--- src/rtl/pc_ras_unit_pkg.sv ---
// Shared definitions for the program counter with return-address stack.
// ADDR_W is shared with the ROM and instruction register.
package pc_pkg;

    typedef enum logic [1:0] {
        PC_JMP  = 2'b00,
        PC_BRL  = 2'b01,
        PC_CALL = 2'b10,
        PC_RET  = 2'b11
    } pc_mode_e;

endpackage

--- src/rtl/pc_ras_unit_ras_stack.sv ---
// Circular return-address stack: top-of-stack pointer plus entry count.
// A push when full overwrites the oldest entry; pops on empty leave state unchanged.
module ras_stack #(
    parameter int ADDR_W    = 13,
    parameter int RAS_DEPTH = 4
) (
    input  logic              clk_ctrl,
    input  logic              reset_n,
    input  logic              push,
    input  logic              pop,
    input  logic [ADDR_W-1:0] push_data,
    output logic [ADDR_W-1:0] top_data,
    output logic              full,
    output logic              empty,
    output logic              overflow,
    output logic              underflow
);

    localparam int PTR_W = $clog2(RAS_DEPTH);
    localparam int CNT_W = $clog2(RAS_DEPTH + 1);

    logic [ADDR_W-1:0] mem [RAS_DEPTH];
    logic [PTR_W-1:0]  tos;
    logic [PTR_W-1:0]  tos_inc;
    logic [CNT_W-1:0]  count;

    assign tos_inc   = tos + 1'b1;
    assign full      = (count == CNT_W'(RAS_DEPTH));
    assign empty     = (count == '0);
    assign overflow  = push & full;
    assign underflow = pop & empty;
    assign top_data  = mem[tos];

    always_ff @(posedge clk_ctrl) begin
        if (!reset_n) begin
            tos   <= '0;
            count <= '0;
        end else if (push) begin
            // Wrapping the pointer onto the oldest slot makes overflow a plain overwrite.
            tos <= tos_inc;
            if (!full)
                count <= count + 1'b1;
        end else if (pop && !empty) begin
            tos   <= tos - 1'b1;
            count <= count - 1'b1;
        end
    end

    // Entry storage is deliberately left out of reset.
    always_ff @(posedge clk_ctrl) begin
        if (reset_n && push)
            mem[tos_inc] <= push_data;
    end

endmodule

--- src/rtl/pc_ras_unit.sv ---
// Parametrised program counter: increment, jump, relative branch, call/return
// through an internal return-address stack, with a sticky RAS error flag.
module pc_ras_unit
    import pc_pkg::*;
#(
    parameter int              ADDR_W    = 13,
    parameter int              OFF_W     = 8,
    parameter int              RAS_DEPTH = 4,
    parameter logic [ADDR_W-1:0] RESET_VEC = '0
) (
    input  logic              clk_ctrl,
    input  logic              reset_n,
    input  logic              inc_pc,
    input  logic              load_pc,
    input  logic [1:0]        pc_mode,
    input  logic [ADDR_W-1:0] addr_ir,
    input  logic [OFF_W-1:0]  off_ir,
    input  logic              clr_err,
    output logic [ADDR_W-1:0] addr_pc,
    output logic              ras_full,
    output logic              ras_empty,
    output logic              ras_err
);

    pc_mode_e          mode;
    logic [ADDR_W-1:0] pc_inc;
    logic [ADDR_W-1:0] off_ext;
    logic [ADDR_W-1:0] pc_next;
    logic [ADDR_W-1:0] top_data;
    logic              push;
    logic              pop;
    logic              overflow;
    logic              underflow;

    assign mode    = pc_mode_e'(pc_mode);
    assign pc_inc  = addr_pc + 1'b1;
    assign off_ext = ADDR_W'($signed(off_ir));

    always_comb begin
        pc_next = addr_pc;
        push    = 1'b0;
        pop     = 1'b0;
        if (inc_pc) begin
            if (!load_pc) begin
                pc_next = pc_inc;
            end else begin
                unique case (mode)
                    PC_JMP:  pc_next = addr_ir;
                    PC_BRL:  pc_next = addr_pc + off_ext;
                    PC_CALL: begin
                        pc_next = addr_ir;
                        push    = 1'b1;
                    end
                    PC_RET: begin
                        pc_next = ras_empty ? pc_inc : top_data;
                        pop     = 1'b1;
                    end
                    default: pc_next = addr_pc;
                endcase
            end
        end
    end

    ras_stack #(
        .ADDR_W   (ADDR_W),
        .RAS_DEPTH(RAS_DEPTH)
    ) u_ras (
        .clk_ctrl (clk_ctrl),
        .reset_n  (reset_n),
        .push     (push),
        .pop      (pop),
        .push_data(pc_inc),
        .top_data (top_data),
        .full     (ras_full),
        .empty    (ras_empty),
        .overflow (overflow),
        .underflow(underflow)
    );

    always_ff @(posedge clk_ctrl) begin
        if (!reset_n) begin
            addr_pc <= RESET_VEC;
            ras_err <= 1'b0;
        end else begin
            addr_pc <= pc_next;
            if (overflow || underflow)
                ras_err <= 1'b1;
            else if (clr_err)
                ras_err <= 1'b0;
        end
    end

endmodule

--- config.mk ---
export PLATFORM = sky130hd
export DESIGN_NAME = pc_ras_unit
export DESIGN_NICKNAME = d
export VERILOG_FILES = /design/src/rtl/pc_ras_unit_pkg.sv /design/src/rtl/pc_ras_unit_ras_stack.sv /design/src/rtl/pc_ras_unit.sv
export SDC_FILE = /design/constraint.sdc
export NUM_CORES = 1
export LEC_CHECK = 0
export ABC_AREA = 1
export CAP_MARGIN = 20
export CORE_UTILIZATION = 50
export DETAILED_ROUTE_END_ITERATION = 6
export GPL_ROUTABILITY_DRIVEN = 1
export GPL_TIMING_DRIVEN = 1
export PLACE_DENSITY = 0.69
export REMOVE_ABC_BUFFERS = 1
export SYNTH_ARGS = -nofsm -noshare
export SYNTH_HDL_FRONTEND = slang
export SYNTH_SLANG_ARGS = --single-unit
--- constraint.sdc ---
create_clock -name clk_ctrl -period 3.3 [get_ports clk_ctrl]
set_input_delay 0.66 -clock clk_ctrl [delete_from_list [all_inputs] [get_ports clk_ctrl]]
set_output_delay 0.66 -clock clk_ctrl [all_outputs]
set_load 0.02 [all_outputs]
; ---- Word level (Yosys, flattened, before mapping)
; Memory sizes are Yosys's and may differ from the RTL's. A register that Yosys moved wholly into a read port is not among the register bits.
; Cells that the tools add are included.
[op_classes]
n_bitwise = 2
n_eq_ne = 5
n_addsub = 6
n_reduce_logical = 10
muxes = 20
[op_table]
columns = cell, count
row1 = $pmux W13 S3, 1
row2 = $mux W13, 2
row3 = $add A13 B1 Y13 const B, 1
row4 = $add A13 B13 Y13, 1
row5 = $mux W1, 10
row6 = $mux W3, 3
row7 = $mux W2, 4
row8 = $eq A2 B2 Y1 const B, 2
row9 = $reduce_bool A2 Y1, 2
row10 = $add A3 B1 Y3 const B, 1
row11 = $eq A3 B3 Y1 const B, 1
row12 = $logic_not A3 Y1, 1
row13 = $sub A3 B1 Y3 const B, 1
row14 = $add A2 B1 Y2 const B, 1
row15 = $and A1 B1 Y1, 2
row16 = $eq A2 B1 Y1 const B, 1
row17 = $logic_and A1 B1 Y1, 2
row18 = $logic_not A2 Y1, 1
row19 = $ne A2 B2 Y1 const B, 1
row20 = $reduce_and A2 Y1, 1
row21 = $reduce_or A2 Y1, 1
row22 = $sub A2 B1 Y2 const B, 1
row23 = $logic_not A1 Y1, 1
row24 = $logic_or A1 B1 Y1, 1
[totals]
mem_count = 1
reg_bits = 19
elab_cells = 48
out_inout_bits = 16
mem_bits_rw = 52
in_bits = 28
[mem_list]
columns = name, words, word_bits, read_ports, rd_ports_with_merged_regs, write_ports, line_no
row1 = u_ras.mem, 4, 13, 1, 1, 1, pc_ras_unit_ras_stack.sv:22  ; logic [ADDR_W-1:0] mem [RAS_DEPTH];

; ---- Logic depth before layout (Yosys ltp)
; Gate-level depths: netlist (run 1).
[depth]
depth_word = 9
ltp_mapped = 12
depth_no_buf = 12

; ---- By module
; Synthesis (run 1) repeated with hierarchy kept, for this count alone.
[unflattened]
hier_cells = 550
hier_area_um2 = 4404.2
[by_module_without_submodules]
columns = module, area_each_um2, instances, cells_per_inst, seq_area_each_um2
row1 = ras_stack, 2383.5, 1, 194, 1701.6
row2 = pc_ras_unit, 2020.7, 1, 356, 280.3

; ---- Least setup slack after synthesis (run 1)
; OpenSTA, ideal clock, no wires.
[synth_path]
path_kind = input -> register
from = in pc_mode[0]
to = mem u_ras.mem[0][0], enable pin
path_stages = 5
required_time_ns = 2.918
arrival_time_ns = 1.702
path_buffers = 0
setup_time_ns = 0.382
slack_ns = 1.215
path_cell_list = inv_1 nand4_4 inv_1 nand2_1 nor2_1
[synth_between]
elab_chain_cells = 7
[synth_lines]
columns = element, line_no
row1 = from (decl), pc_ras_unit.sv:15  ; input logic [1:0] pc_mode,
row2 = $eq A2 B2 Y1, pc_ras_unit.sv:47  ; unique case (mode)
row3 = $mux W1, pc_ras_unit.sv:47
row4 = $mux W1, pc_ras_unit.sv:44  ; if (!load_pc) begin
row5 = $mux W1, pc_ras_unit.sv:43  ; if (inc_pc) begin
row6 = $logic_and A1 B1 Y1, pc_ras_unit_ras_stack.sv:51  ; if (reset_n && push)
row7 = $mux W1, pc_ras_unit_ras_stack.sv:51
row8 = $mux W1 (not written as such), pc_ras_unit_ras_stack.sv:52  ; mem[tos_inc] <= push_data;
row9 = to (decl), pc_ras_unit_ras_stack.sv:22
; Every way passes these cells.

; ---- Worst setup path after layout (run 1)
[layout_path]
from = reg u_ras.count[0]
to = out ras_empty
[layout_between]
elab_chain_cells = 1
[layout_lines]
columns = element, line_no
row1 = from (decl), pc_ras_unit_ras_stack.sv:25  ; logic [CNT_W-1:0] count;
row2 = from (signal assigned), pc_ras_unit_ras_stack.sv:42  ; count <= count + 1'b1;
row3 = from (signal assigned), pc_ras_unit_ras_stack.sv:45  ; count <= count - 1'b1;
row4 = $logic_not A3 Y1, pc_ras_unit_ras_stack.sv:29  ; assign empty = (count == '0);
row5 = to (decl), pc_ras_unit.sv:21  ; output logic ras_empty,
; Every way passes these cells.

==> impl_metrics.sql, run 1 <==
INSERT INTO impl_metrics (metric_group, metric, value, unit) VALUES
('synthesis', 'synth_sequential_area_ratio', '45.0', '%'),
('route', 'num_vias', '3906', ''),
('global_route', 'globalRouteOverflowTotal', '0', ''),
('floorplan', 'floorplan.initialDensity', '52.5', '%'),
('finish', 'layout.core_utilization', '61.2', '%'),
('power_and_ir_drop', 'p_leak', '2.23', 'nW'),
('clock_network', 'cts_buffers', '9', ''),
('floorplan', 'ios', '44', ''),
('synthesis', 'synth_cell_types', '41', ''),
('sta', 'timing.fmax', '394', 'MHz'),
('clock_network', 'post_cts_resize_count', '0', ''),
('synthesis', 'synth_top_area_cell', 'sky130_fd_sc_hd__edfxtp_1', ''),
('critical_path', 'worst-endpoint-arrival', '1.88', 'ns'),
('critical_path', 'timing.reg2reg.worst_path_depth', '12', ''),
('synthesis', 'yosys-top-cells-area', 'sky130_fd_sc_hd__edfxtp_1, sky130_fd_sc_hd__nand2_1, sky130_fd_sc_hd__dfxtp_1', ''),
('floorplan', 'floorplan.die_area', '9190', 'µm²'),
('run_status', 'run_status', 'finished clean', ''),
('clock_network', 'clock-root-buffer', 'sky130_fd_sc_hd__clkbuf_8', ''),
('finish', 'nFillCells', '757', ''),
('synthesis', 'most_repeated_cell_in_the_gate_level_netlist_after_synthesis', 'sky130_fd_sc_hd__nand2_1', ''),
('sta', 'number_of_hold_violations_in_the_final_report', '0', ''),
('power_and_ir_drop', 'power_density_of_the_placed_cells', '414', 'nW/µm²'),
('place', 'finalWeightedCongestion', '0.881', ''),
('clock_network', 'worstSkewPairLatency', '0.35', 'ns'),
('global_route', 'grt_max_degree', '28', ''),
('sta', 'tightest_slew', '0.716', 'ns'),
('critical_path', 'rr_endpoint', 'addr_pc[12]', ''),
('route', 'dr.pass1.iters', '6', ''),
('min_path', 'worstHoldPathType', 'register to register', ''),
('critical_path', 'critical_path.reg2reg.startpoint', 'addr_pc[1]', ''),
('synthesis', 'yosys_warnings', '0', ''),
('synthesis', 'syn-cell-area', '4400', 'µm²'),
('critical_path', 'critPathKind', 'register to output port', ''),
('clock_network', 'clk_pin_slew', '0.08', 'ns'),
('finish', 'area.growth.synth_to_final', '16.4', '%'),
('floorplan', 'fp.dieH', '95.9', 'µm'),
('route', 'route.detailed.drc', '0', ''),
('critical_path', 'critPathLaunchType', 'register', ''),
('route', 'routed-wl-met2', '5.31', 'mm'),
('finish', 'num_antenna_cells', '0', ''),
('global_route', 'initial_antenna_violation_count', '0', ''),
('synthesis', 'synth-async-reset-ratio', '0', '%'),
('sta', 'period_share', '76.8', '%'),
('synthesis', 'post_synth.cell_area_avg', '7.92', 'µm²'),
('global_route', 'grt_use_total', '26.2', '%'),
('floorplan', 'die-width', '95.9', 'µm'),
('global_route', 'first_global_vias', '3647', ''),
('min_path', 'holdPathEnd', 'u_ras.count[2]', ''),
('synthesis', 'synth_edf_count', '52', ''),
('route', 'met3WireLength', '574', 'µm'),
('sta', 'fin_setup_tns', '0', 'ns'),
('sta', 'drv_slew', '0', ''),
('floorplan', 'core', '8380', 'µm²'),
('route', 'drtIter0Drc', '256', ''),
('finish', 'final_nets', '654', ''),
('sta', 'final.setup_skew', '0.00530', 'ns'),
('clock_network', 'cts_sinks', '73', ''),
('power_and_ir_drop', 'worst_ir_drop_vdd', '164', 'µV'),
('job', 'maxCapViolCount', '0', ''),
('floorplan', 'rows', '33', ''),
('route', 'drt-wirelength-per-cell', '15.4', 'µm'),
('sta', 'final.min_clock_period', '2.54', 'ns'),
('sta', 'total_setup_violations_reported_at_the_end_of_the_flow', '0', ''),
('min_path', 'holdCritStartpoint', 'u_ras.count[2]', ''),
('clock_network', 'cts_tree', 'built', ''),
('critical_path', 'worstPathRequired', '2.64', 'ns'),
('clock_network', 'cts_post_setup_buffers_inserted', '0', ''),
('synthesis', 'netlist_top_cells_count', 'sky130_fd_sc_hd__nand2_1, sky130_fd_sc_hd__inv_1, sky130_fd_sc_hd__nand3_1, sky130_fd_sc_hd__edfxtp_1, sky130_fd_sc_hd__nor2_1', ''),
('route', 'post_route_met1_wirelength', '4.92', 'mm'),
('route', 'ant_nets', '0', ''),
('critical_path', 'worst_setup_path_end_kind', 'output port', '');
==> flip-flops by register name, indices dropped and copies added (netlist names), named ones only <==
register and flops:
addr_pc 13, ras_err 1, u_ras.count 3, u_ras.mem 52, u_ras.tos 2
==> placed cells by master, fill, tap and decap left out, types with 2 or more instances in the layout <==
cell	count
sky130_fd_sc_hd__inv_1	64
sky130_fd_sc_hd__ha_1	17
sky130_fd_sc_hd__edfxtp_1	52
sky130_fd_sc_hd__o22ai_1	3
sky130_fd_sc_hd__nand2_2	3
sky130_fd_sc_hd__a21oi_1	37
sky130_fd_sc_hd__nand4_1	9
sky130_fd_sc_hd__xor2_1	7
sky130_fd_sc_hd__clkinv_2	2
sky130_fd_sc_hd__fa_1	2
sky130_fd_sc_hd__nand3_2	2
sky130_fd_sc_hd__nand2_4	2
sky130_fd_sc_hd__a21oi_2	3
sky130_fd_sc_hd__o211ai_1	2
sky130_fd_sc_hd__nand3b_1	3
sky130_fd_sc_hd__dfxtp_1	21
sky130_fd_sc_hd__clkdlybuf4s50_1	43
sky130_fd_sc_hd__o21ai_0	27
sky130_fd_sc_hd__nand2_1	168
sky130_fd_sc_hd__inv_2	5
sky130_fd_sc_hd__clkinvlp_4	2
sky130_fd_sc_hd__o21ai_1	3
sky130_fd_sc_hd__clkbuf_8	9
sky130_fd_sc_hd__nand3_1	53
sky130_fd_sc_hd__nor2_2	5
sky130_fd_sc_hd__nor2_1	42
sky130_fd_sc_hd__xnor2_1	2
sky130_fd_sc_hd__buf_4	10
sky130_fd_sc_hd__or2_2	2
==> per-layer routing <==
| layer | vias to the layer above | global-route usage (%) |
|---|---|---|
| met3 | 20 | 3.32 |
| li1 | 1939 | - |
| met1 | 1831 | 33.6 |
| met4 | 0 | 11.3 |
| met2 | 116 | 44.3 |
| met5 | - | 0 |
==> critical path, cell delays in order (launching register included) <==
cell	delay (ns)
sky130_fd_sc_hd__dfxtp_1	0.37
sky130_fd_sc_hd__nor3_4	0.45
sky130_fd_sc_hd__clkdlybuf4s50_1	0.70
==> power by group <==
group / switching [mW] / leakage [nW] / internal, mW / total (mW)
sequential: 0.0294 / 0.650 / 1.00 / 1.03
clock: 0.345 / 0.0929 / 0.352 / 0.697
combinational: 0.240 / 1.49 / 0.154 / 0.394
==> cells by family (layout without fill, tap and decap cells) <==
group,count (synthesis),count (layout),share of synthesized area [%]
AOI/OAI and AO/OA,77,77,9.35
buffers and inverters,84,140,8.58
xor gates and xnor gates,9,9,1.79
DFF,73,73,45.0
and+or+nand+nor,294,294,29.5
adders and majority gates,19,19,5.74
==> worst max-delay path by stage <==
| stage | to | cells past startpoint | slack [ns] |
|---|---|---|---|
| final | ras_empty | 2 | 0.76 |
| after floorplan | u_ras.mem[0][0] | 5 | 1.04 |
| after global placement | addr_pc[12] | 12 | 0.66 |
| after detailed placement | addr_pc[8] | 12 | 0.62 |
| after global routing | ras_empty | 2 | 0.68 |
| after CTS | ras_empty | 2 | 0.75 |
==> through the flow <==
step                      cells  worst slack, ns  cell area [µm²]
after floorplan             543             1.04             4300
after CTS                   717            0.749             5130
after global placement      701            0.662             4930
after detailed placement    701            0.622             4930
final                       717            0.765             5130
after global routing        717            0.685             5130
==> cell type report <==
class,instances,area [µm²],area share (%)
Clock inverter,6,67.6,1.32
Sequential cell,73,1980,38.6
Inverter,71,270,5.27
Tap cell,105,131,2.56
Timing Repair Buffer,53,505,9.86
Clock buffer,10,128,2.49
Multi-Input combinational cell,399,2040,39.9
(Power assumes the default switching activity.)
==> run 2, diff against run 1 <==
- clock period: 3.3 -> 2.4 ns (I/O delays scaled with it)
==> run 2 against run 1 <==
Compared with the run above:
- sequential share of layout area down 0.81 points
- combinational power rose by 41%
- core utilization grew 1.3 points
- clock power is 37% higher
- sequential power is 38% higher
- global-route usage barely moved
- critical path depth is the same
- wire length shrank 0.96%
- hold slack got worse by 0.011 ns
- clock-buffer cell count is the same
- final area grew 2.1%
- largest power group unchanged
==> impl_metrics.sql, run 2 (synthesis gave the netlist of run 1 again) <==
INSERT INTO impl_metrics (metric_group, metric, value, unit) VALUES
('sta', 'whs', '0.520', 'ns'),
('power_and_ir_drop', 'p_leak', '2.28', 'nW'),
('finish', 'final_nets', '662', ''),
('critical_path', 'slowest_delay', '0.66', 'ns'),
('clock_network', 'hold_buffers', '0', ''),
('finish', 'layout-drive-gt1-share', '9.84', '%'),
('min_path', 'holdCritStartpoint', 'u_ras.count[2]', ''),
('critical_path', 'critical_path.reg2reg.startpoint', 'addr_pc[1]', ''),
('floorplan', 'ios', '44', ''),
('power_and_ir_drop', 'worst_ir_drop_vdd', '260', 'µV'),
('global_route', 'global_route_wire_length_before_repair', '17.9', 'mm'),
('sta', 'fin_setup_tns', '0', 'ns'),
('route', 'via_per_inst', '5.38', ''),
('critical_path', 'critical_path_peak_fanout', '4', ''),
('route', 'num_vias', '3904', ''),
('finish', 'multiInputGateArea', '2040', 'µm²'),
('finish', 'layout.core_utilization', '62.5', '%'),
('finish', 'layout.area.seq', '1980', 'µm²'),
('sta', 'drv_slew', '0', ''),
('place', 'io_buf_count', '43', ''),
('critical_path', 'critPathLaunch', 'u_ras.count[2]', ''),
('route', 'ant_nets', '0', ''),
('finish', 'largest-register', 'u_ras.mem', ''),
('clock_network', 'cts_tree', 'built', ''),
('floorplan', 'rows', '33', ''),
('critical_path', 'worst_setup_path_end_kind', 'output port', ''),
('floorplan', 'floorplan.initialDensity', '52.5', '%'),
('route', 'route.detailed.drc', '0', ''),
('floorplan', 'core', '8380', 'µm²'),
('clock_network', 'max-clock-path-buffers', '2', ''),
('sta', 'timing.fmax', '454', 'MHz'),
('power_and_ir_drop', 'power_density_of_the_placed_cells', '560', 'nW/µm²'),
('route', 'drt-wirelength-per-cell', '15.1', 'µm'),
('global_route', 'first_global_vias', '3573', ''),
('route', 'dr.pass1.iters', '5', ''),
('place', 'detailedPlacementHpwl', '8.18', 'mm'),
('floorplan', 'fp.dieH', '95.9', 'µm'),
('global_route', 'grt_use_total', '26.2', '%'),
('place', 'finalWeightedCongestion', '0.943', ''),
('finish', 'design_area', '5240', 'µm²'),
('global_route', 'grt_max_degree', '27', ''),
('clock_network', 'worstSkewPairLatency', '0.34', 'ns'),
('global_route', 'initial_antenna_violation_count', '0', ''),
('place', 'dpl_cell_area', '5040', 'µm²'),
('clock_network', 'cts_sinks', '73', ''),
('sta', 'total_setup_violations_reported_at_the_end_of_the_flow', '0', ''),
('global_route', 'globalRouteOverflowTotal', '0', ''),
('clock_network', 'clock-root-buffer', 'sky130_fd_sc_hd__clkbuf_8', ''),
('clock_network', 'clk_pin_slew', '0.08', 'ns'),
('job', 'maxCapViolCount', '0', ''),
('place', 'dp.cells', '709', ''),
('sta', 'number_of_hold_violations_in_the_final_report', '0', ''),
('finish', 'area.growth.synth_to_final', '18.9', '%'),
('finish', 'largest_registers', 'u_ras.mem (52), addr_pc (13), u_ras.count (3)', ''),
('route', 'postRouteWirelength', '11.0', 'mm'),
('finish', 'layout.cells.most_common_list', 'sky130_fd_sc_hd__nand2_1, sky130_fd_sc_hd__inv_1, sky130_fd_sc_hd__nand3_1', ''),
('critical_path', 'critPathKind', 'register to output port', ''),
('clock_network', 'htree_levels', '3', ''),
('clock_network', 'cts_buffers', '9', ''),
('finish', 'nFillCells', '754', ''),
('critical_path', 'critPathLaunchType', 'register', ''),
('sta', 'timing.slew.headroom', '69.2', '%'),
('sta', 'period_share', '91.8', '%'),
('floorplan', 'die-width', '95.9', 'µm'),
('critical_path', 'worst-endpoint-arrival', '1.72', 'ns'),
('finish', 'num_antenna_cells', '0', ''),
('critical_path', 'worst_path_max_delay_cell', 'sky130_fd_sc_hd__clkdlybuf4s50_1', ''),
('sta', 'final.min_clock_period', '2.20', 'ns'),
('clock_network', 'cts_post_setup_buffers_inserted', '0', ''),
('critical_path', 'worstPathRequired', '1.92', 'ns'),
('floorplan', 'floorplan.die_area', '9190', 'µm²'),
('clock_network', 'post_cts_resize_count', '0', ''),
('critical_path', 'timing.critical_path.cells', 'nor3b_1, clkdlybuf4s50_1', ''),
('finish', 'layout.cells.most_common', 'sky130_fd_sc_hd__nand2_1', ''),
('finish', 'filler_free_cell_count_of_the_finished_design', '725', ''),
('sta', 'final.setup_skew', '0.00737', 'ns'),
('sta', 'tightest_slew', '0.462', 'ns'),
('route', 'drtIter0Drc', '282', ''),
('run_status', 'run_status', 'finished clean', ''),
('finish', 'largest_register_ff_count', '52', ''),
('sta', 'rsz0062_at_grt', 'false', ''),
('min_path', 'worstHoldPathType', 'register to register', '');
[run 2: area by class of cell]
class	count	area share (%)
repair buffers	61	11.8
well taps	105	2.51
clock buffers	10	2.44
multi-input cells	399	39.0
inverters	71	5.16
clock inverters	6	1.29
flip-flops and latches	73	37.8
[run 2: final timing paths]
| kind | cells after the start | to | slack (ns) |
|---|---|---|---|
| setup / recovery | 2 | ras_full | 0.20 |
| hold / removal | 1 | u_ras.count[2] | 0.52 |
| setup reg to reg | 10 | addr_pc[12] | 0.35 |
| hold reg to reg | 1 | u_ras.count[2] | 0.52 |
[run 2: worst max-delay path, delay by kind of cell, from the launching register on]
kind / cells / cell delay (ns)
buf+inv: 1 / 0.66
flops: 1 / 0.42
simple gates: 1 / 0.30
[run 2: per-stage QoR]
step / setup slack, ns / power (mW)
after CTS: 0.173 / 2.94
after global routing: 0.0838 / 3.06
after global placement: 0.0369 / 1.99
final: 0.197 / 2.93
after detailed placement: 0.00126 / 2.00
after floorplan: 0.322 / 1.77
[run 2: report_power, final]
group,internal [mW],switching (mW)
registers,1.38,0.0399
clock network,0.484,0.474
logic,0.222,0.333
[run 2: per-layer routing]
layer,GRT usage [%],up-vias,part of all wire [%]
met4,10.2,0,2.6
met5,0,-,0
li1,-,1954,-
met3,3.55,20,5.4
met2,43.3,131,47
met1,34.9,1799,45
==> run 3, diff against run 2 <==
- CAP_MARGIN: 20 -> 30
==> results of run 3 <==
The final DEF is identical to that of run 2; final timing and power are the same.
